--- config.mk ---
export PLATFORM = sky130hd
export DESIGN_NAME = store_rmw_ctrl
export DESIGN_NICKNAME = d
export VERILOG_FILES = /design/src/rtl/store_rmw_ctrl.sv
export SDC_FILE = /design/constraint.sdc
export NUM_CORES = 1
export LEC_CHECK = 0
export BUFFER_PORTS_ARGS = -buffer_cell sky130_fd_sc_hd__buf_2
export CAP_MARGIN = 20
export CORE_MARGIN = 8
export CORE_UTILIZATION = 30
export CTS_CLUSTER_DIAMETER = 80
export DETAILED_ROUTE_END_ITERATION = 10
export GPL_TIMING_DRIVEN = 1
export HOLD_SLACK_MARGIN = 0.06
export SYNTH_ARGS = -nofsm -noshare
export SYNTH_HDL_FRONTEND = slang
export SYNTH_SLANG_ARGS = --single-unit
--- constraint.sdc ---
create_clock -name clk -period 4.8 [get_ports clk]
set_input_delay 0.48 -clock clk [delete_from_list [all_inputs] [get_ports clk]]
set_output_delay 0.48 -clock clk [all_outputs]
set_load 0.02 [all_outputs]
--- src/rtl/store_rmw_ctrl.sv ---
// Store sequencer beside the main control FSM: SB/SH read the target word into MDR and
// write back the merged word, SW writes B directly, misaligned/illegal stores abort.
module store_rmw_ctrl #(
    parameter int MEM_RD_LAT = 1
) (
    input  logic        clk,
    input  logic        reset_n,
    input  logic        start,
    input  logic [1:0]  op,
    input  logic [31:0] addr,
    output logic        busy,
    output logic        done,
    output logic        err,
    output logic [31:0] mem_addr,
    output logic        mem_wr,
    output logic        mdr_load,
    output logic        ss_cmd,
    output logic        wdata_sel
);

    localparam logic [1:0] OP_SH = 2'b01;
    localparam logic [1:0] OP_SW = 2'b10;
    localparam logic [1:0] OP_XX = 2'b11;
    localparam logic [2:0] RD_LAT_M1 = 3'(MEM_RD_LAT - 1);

    typedef enum logic [2:0] {
        S_IDLE,
        S_CHK,
        S_RD,
        S_LATCH,
        S_WR,
        S_FIN
    } state_t;

    state_t      state_q, state_d;
    logic [1:0]  op_q, op_d;
    logic [31:0] addr_q, addr_d;
    logic [2:0]  cnt_q, cnt_d;
    logic        abort_q, abort_d;

    logic        busy_q, busy_d;
    logic        done_q, done_d;
    logic        err_q, err_d;
    logic [31:0] mem_addr_q, mem_addr_d;
    logic        mem_wr_q, mem_wr_d;
    logic        mdr_load_q, mdr_load_d;
    logic        ss_cmd_q, ss_cmd_d;
    logic        wdata_sel_q, wdata_sel_d;

    function automatic logic store_rejected(input logic [1:0] o, input logic [1:0] a);
        return (o == OP_XX) ||
               ((o == OP_SH) && a[0]) ||
               ((o == OP_SW) && (a != 2'b00));
    endfunction

    always_comb begin
        state_d = state_q;
        op_d    = op_q;
        addr_d  = addr_q;
        cnt_d   = cnt_q;
        abort_d = abort_q;
        case (state_q)
            S_IDLE: begin
                if (start) begin
                    op_d    = op;
                    addr_d  = addr;
                    abort_d = 1'b0;
                    state_d = S_CHK;
                end
            end
            S_CHK: begin
                if (store_rejected(op_q, addr_q[1:0])) begin
                    abort_d = 1'b1;
                    state_d = S_FIN;
                end else if (op_q == OP_SW) begin
                    state_d = S_WR;
                end else begin
                    cnt_d   = RD_LAT_M1;
                    state_d = S_RD;
                end
            end
            S_RD: begin
                if (cnt_q == 3'd0) begin
                    state_d = S_LATCH;
                end else begin
                    cnt_d = cnt_q - 3'd1;
                end
            end
            S_LATCH: state_d = S_WR;
            S_WR:    state_d = S_FIN;
            S_FIN:   state_d = S_IDLE;
            default: state_d = S_IDLE;
        endcase
    end

    // Outputs are decoded from the next state and registered, so they line up with state_q.
    always_comb begin
        busy_d      = (state_d != S_IDLE);
        done_d      = (state_d == S_FIN);
        err_d       = (state_d == S_FIN) && abort_d;
        mem_wr_d    = (state_d == S_WR);
        mdr_load_d  = (state_d == S_LATCH);
        mem_addr_d  = busy_d ? addr_d : 32'h0;
        ss_cmd_d    = busy_d && (op_d == OP_SH);
        wdata_sel_d = busy_d && (op_d == OP_SW);
    end

    always_ff @(posedge clk or negedge reset_n) begin
        if (!reset_n) begin
            state_q     <= S_IDLE;
            op_q        <= 2'b00;
            addr_q      <= 32'h0;
            cnt_q       <= 3'd0;
            abort_q     <= 1'b0;
            busy_q      <= 1'b0;
            done_q      <= 1'b0;
            err_q       <= 1'b0;
            mem_addr_q  <= 32'h0;
            mem_wr_q    <= 1'b0;
            mdr_load_q  <= 1'b0;
            ss_cmd_q    <= 1'b0;
            wdata_sel_q <= 1'b0;
        end else begin
            state_q     <= state_d;
            op_q        <= op_d;
            addr_q      <= addr_d;
            cnt_q       <= cnt_d;
            abort_q     <= abort_d;
            busy_q      <= busy_d;
            done_q      <= done_d;
            err_q       <= err_d;
            mem_addr_q  <= mem_addr_d;
            mem_wr_q    <= mem_wr_d;
            mdr_load_q  <= mdr_load_d;
            ss_cmd_q    <= ss_cmd_d;
            wdata_sel_q <= wdata_sel_d;
        end
    end

    assign busy      = busy_q;
    assign done      = done_q;
    assign err       = err_q;
    assign mem_addr  = mem_addr_q;
    assign mem_wr    = mem_wr_q;
    assign mdr_load  = mdr_load_q;
    assign ss_cmd    = ss_cmd_q;
    assign wdata_sel = wdata_sel_q;

endmodule

==> out/results.txt <==
Status - completed
RSZ-0062 raised after global routing - no
R2r setup slk - 2.35 ns
Most Crowded Layer GR - met2
Initial Utilization - 0.309
CP Launch Type - flip-flop
Vias after detailed routing - 1803
Initial antenna violation count - 0
Post-Syn Area - 3040 um2
Slew headroom - 0.440
Leak - 1.81 nW
Fillers - 986
Gr usage total - 0.0898
Worst endpoint data arrival time - 2.68 ns
Root buffer cell - clkbuf_8
TritonCTS clock tree - done
Share of synthesized registers carrying an async set or reset - 1.00
Clock Path Buffers - 2
Postcts setup bufs - 0
Synth unique cells - 36
Largest family of logic cells by synthesized area - multiplexers
Multiplexer area fraction after synthesis - 0.140
Routed WL per cell - 14.0 um
Post-Synth XOR/XNOR Area - 0
EDFF count, synth - 0
RR Endpoint - mem_addr[18]
Max-cap violation count - 0
Post-CTS sizing - 0
Met3 GRT Util - 0.0429
Total congestion overflow - 0
Area Growth Syn to Fin - 24.0%
First-pass GRT wire length - 9.25 mm
Post-synthesis compound-gate area fraction - 0.0429
Clock network latency to the later pin of the worst-skew pair - 0.34 ns
Most frequently used flop master after synthesis - dfrtp_1
WHS Endpoint - addr_q[23]
Die Ht - 117 um
Mapped Cells - 206
Syn Nets - 245
Cts hold-fix bufs - 0
CP endpoint kind - flip-flop
Post-Synth Adder-Cell Area - 0.00824
Pins over their slew limit - 0
Post-Synth Simple-Gate Area - 0.115
Die X - 117 um
Die area - 13600 um2
Fin Setup TNS - 0 ns
IO buf count - 75
Final period utilization - 0.511
DPL Wire Length - 4.05 mm
Layout cells sized above 1 - 0.454
Pre-CTS WS - 2.30 ns
Drt via density - 4.25
Synth warn - 0
Worst Setup SP - state_q[2]
DR pass1 iterations - 4
Drt drc - 0
Net count reported at finish - 325
Synth Register Bits - 80
HP Start - addr[23]
CP max FO - 25
Fmax - 408 MHz
Placer Congestion - 0.701
PnR worst setup slack - 2.35 ns
Setup Crit Path Kind - flip-flop to flip-flop
Clk slew on worst S/H paths - 0.09 ns
Clock buffer count from CTS - 9
Ports - 76
Max rail drop VDD - 214 uV
Met1 usage - 0.113
PD cells - 688 nW/um2
Core Box Area - 9820 um2
Final setup viols - 0
Register area share after synthesis - 0.660
Largest net degree at the start of global routing - 81
Final hold viol count - 0
Worst Hold Depth - 2
CTS H-tree lvls - 3
Antenna cells - 0
Met2 Track Usage GR - 0.132
HP Class - primary input to flip-flop
Worst Clk Skew - 0.00936 ns
DRT iter0 DRCs - 62
Reg-to-Reg Start - state_q[2]
Worst Reg2Reg Path Length in Cells - 4
Syn_area_per_cell - 14.7 um2
Number of global-route vias before repair - 1867
Worst Max-Slew Pin Slew - 0.836 ns
Number of routed nets with antenna violations - 0
WL final - 5.94 mm
Required time of the critical path - 5.02 ns
FP Rows - 36
Minimum clock period - 2.45 ns
Clock Sinks - 80
registers in the layout, indices dropped and copies added, names as in the netlist, 2 cells and up:
register / count
mem_addr: 32
addr_q: 32
state_q: 3
cnt_q: 3
op_q: 2
layer usage:
metal | vias up | wire (um) | part of all wire
met4 | 0 | 72 | 0.012
met3 | 7 | 483 | 0.081
met2 | 47 | 2720 | 0.46
li1 | 852 | - | -
met1 | 897 | 2670 | 0.45
met5 | - | 0 | 0
layout by cell type, fill, tap and decap left out, types with 2 or more instances in the layout:
cell,instances
a21oi_1,5
buf_2,74
buf_4,3
clkbuf_8,11
clkinv_4,2
dfrtp_1,80
ha_1,2
inv_1,6
mux2_2,30
mux2_4,3
mux2i_1,3
nand2_1,2
nand2b_1,2
nand3b_1,2
nor2_1,4
nor2b_1,33
o21ai_0,5
o21ba_2,2
or3b_2,2
through the flow:
| stage | util | total power [mW] | instances | area, um2 | hold WS [ns] |
|---|---|---|---|---|---|
| 2_1_floorplan | - | 1.83 | 206 | 3040 | 0.184 |
| 3_3_place_gp | 0.358 | 2.07 | 406 | 3510 | 0.458 |
| 3_5_place_dp | 0.358 | 2.10 | 406 | 3510 | 0.466 |
| 4_1_cts | 0.379 | 2.63 | 422 | 3730 | 0.327 |
| 5_1_grt | 0.383 | 2.76 | 424 | 3760 | 0.346 |
| 6_report | 0.383 | 2.59 | 424 | 3760 | 0.360 |
cell usage after synthesis, types with 2 or more instances:
master	instances	share of area
nor2_1	4	0.0049
dfrtp_1	80	0.66
mux2i_1	3	0.0099
nand2_1	2	0.0025
inv_1	6	0.0074
nand3b_1	2	0.0049
o21ai_0	5	0.0082
mux2_4	3	0.015
nand2b_1	2	0.0041
mux2_2	30	0.11
o21ba_2	2	0.0066
a21oi_1	5	0.0082
buf_4	3	0.0074
buf_2	2	0.0033
or3b_2	2	0.0058
buf_6	2	0.0074
nor2b_1	33	0.068
ha_1	2	0.0082
critical path: stages, from the launching register on:
cell and delay [ns]:
dfrtp_1 0.50, nor4b_4 0.81, buf_4 0.47, mux2_2 0.39, nor2b_1 0.14
power by group:
group	switching [mW]	internal (mW)
clock	0.252	0.272
sequential	0.118	0.980
combinational	0.532	0.434
total	0.901	1.69
worst max path at each step:
| stage | endpoint | slack, ns | depth (start not counted) |
|---|---|---|---|
| floorplan | mem_addr[10] | 3.15 | 6 |
| global placement | mem_addr[6] | 2.33 | 5 |
| detailed placement | mem_addr[28] | 2.30 | 5 |
| CTS | mem_addr[28] | 2.29 | 4 |
| global route | mem_addr[28] | 2.17 | 4 |
| finish | mem_addr[18] | 2.35 | 4 |
cell families (layout without fill, tap and decap cells):
group                      after synthesis  after routing
buffers and inverters                   16            101
AOI/OAI and AO/OA                       19             19
and+or+nand+nor                         52             52
DFF                                     80             80
muxes                                   37             37
adders and majority gates                2              2
area by class of cell:
class	instances	area (um2)	area share
sequential	80	2000	0.532
clock buffer	11	151	0.0402
clock inverter	5	63.8	0.0170
tap	133	166	0.0442
inverter	6	22.5	0.00598
multi-input combinational	110	927	0.246
timing repair buffer	79	430	0.114
Power figures use the tool's default switching activity.
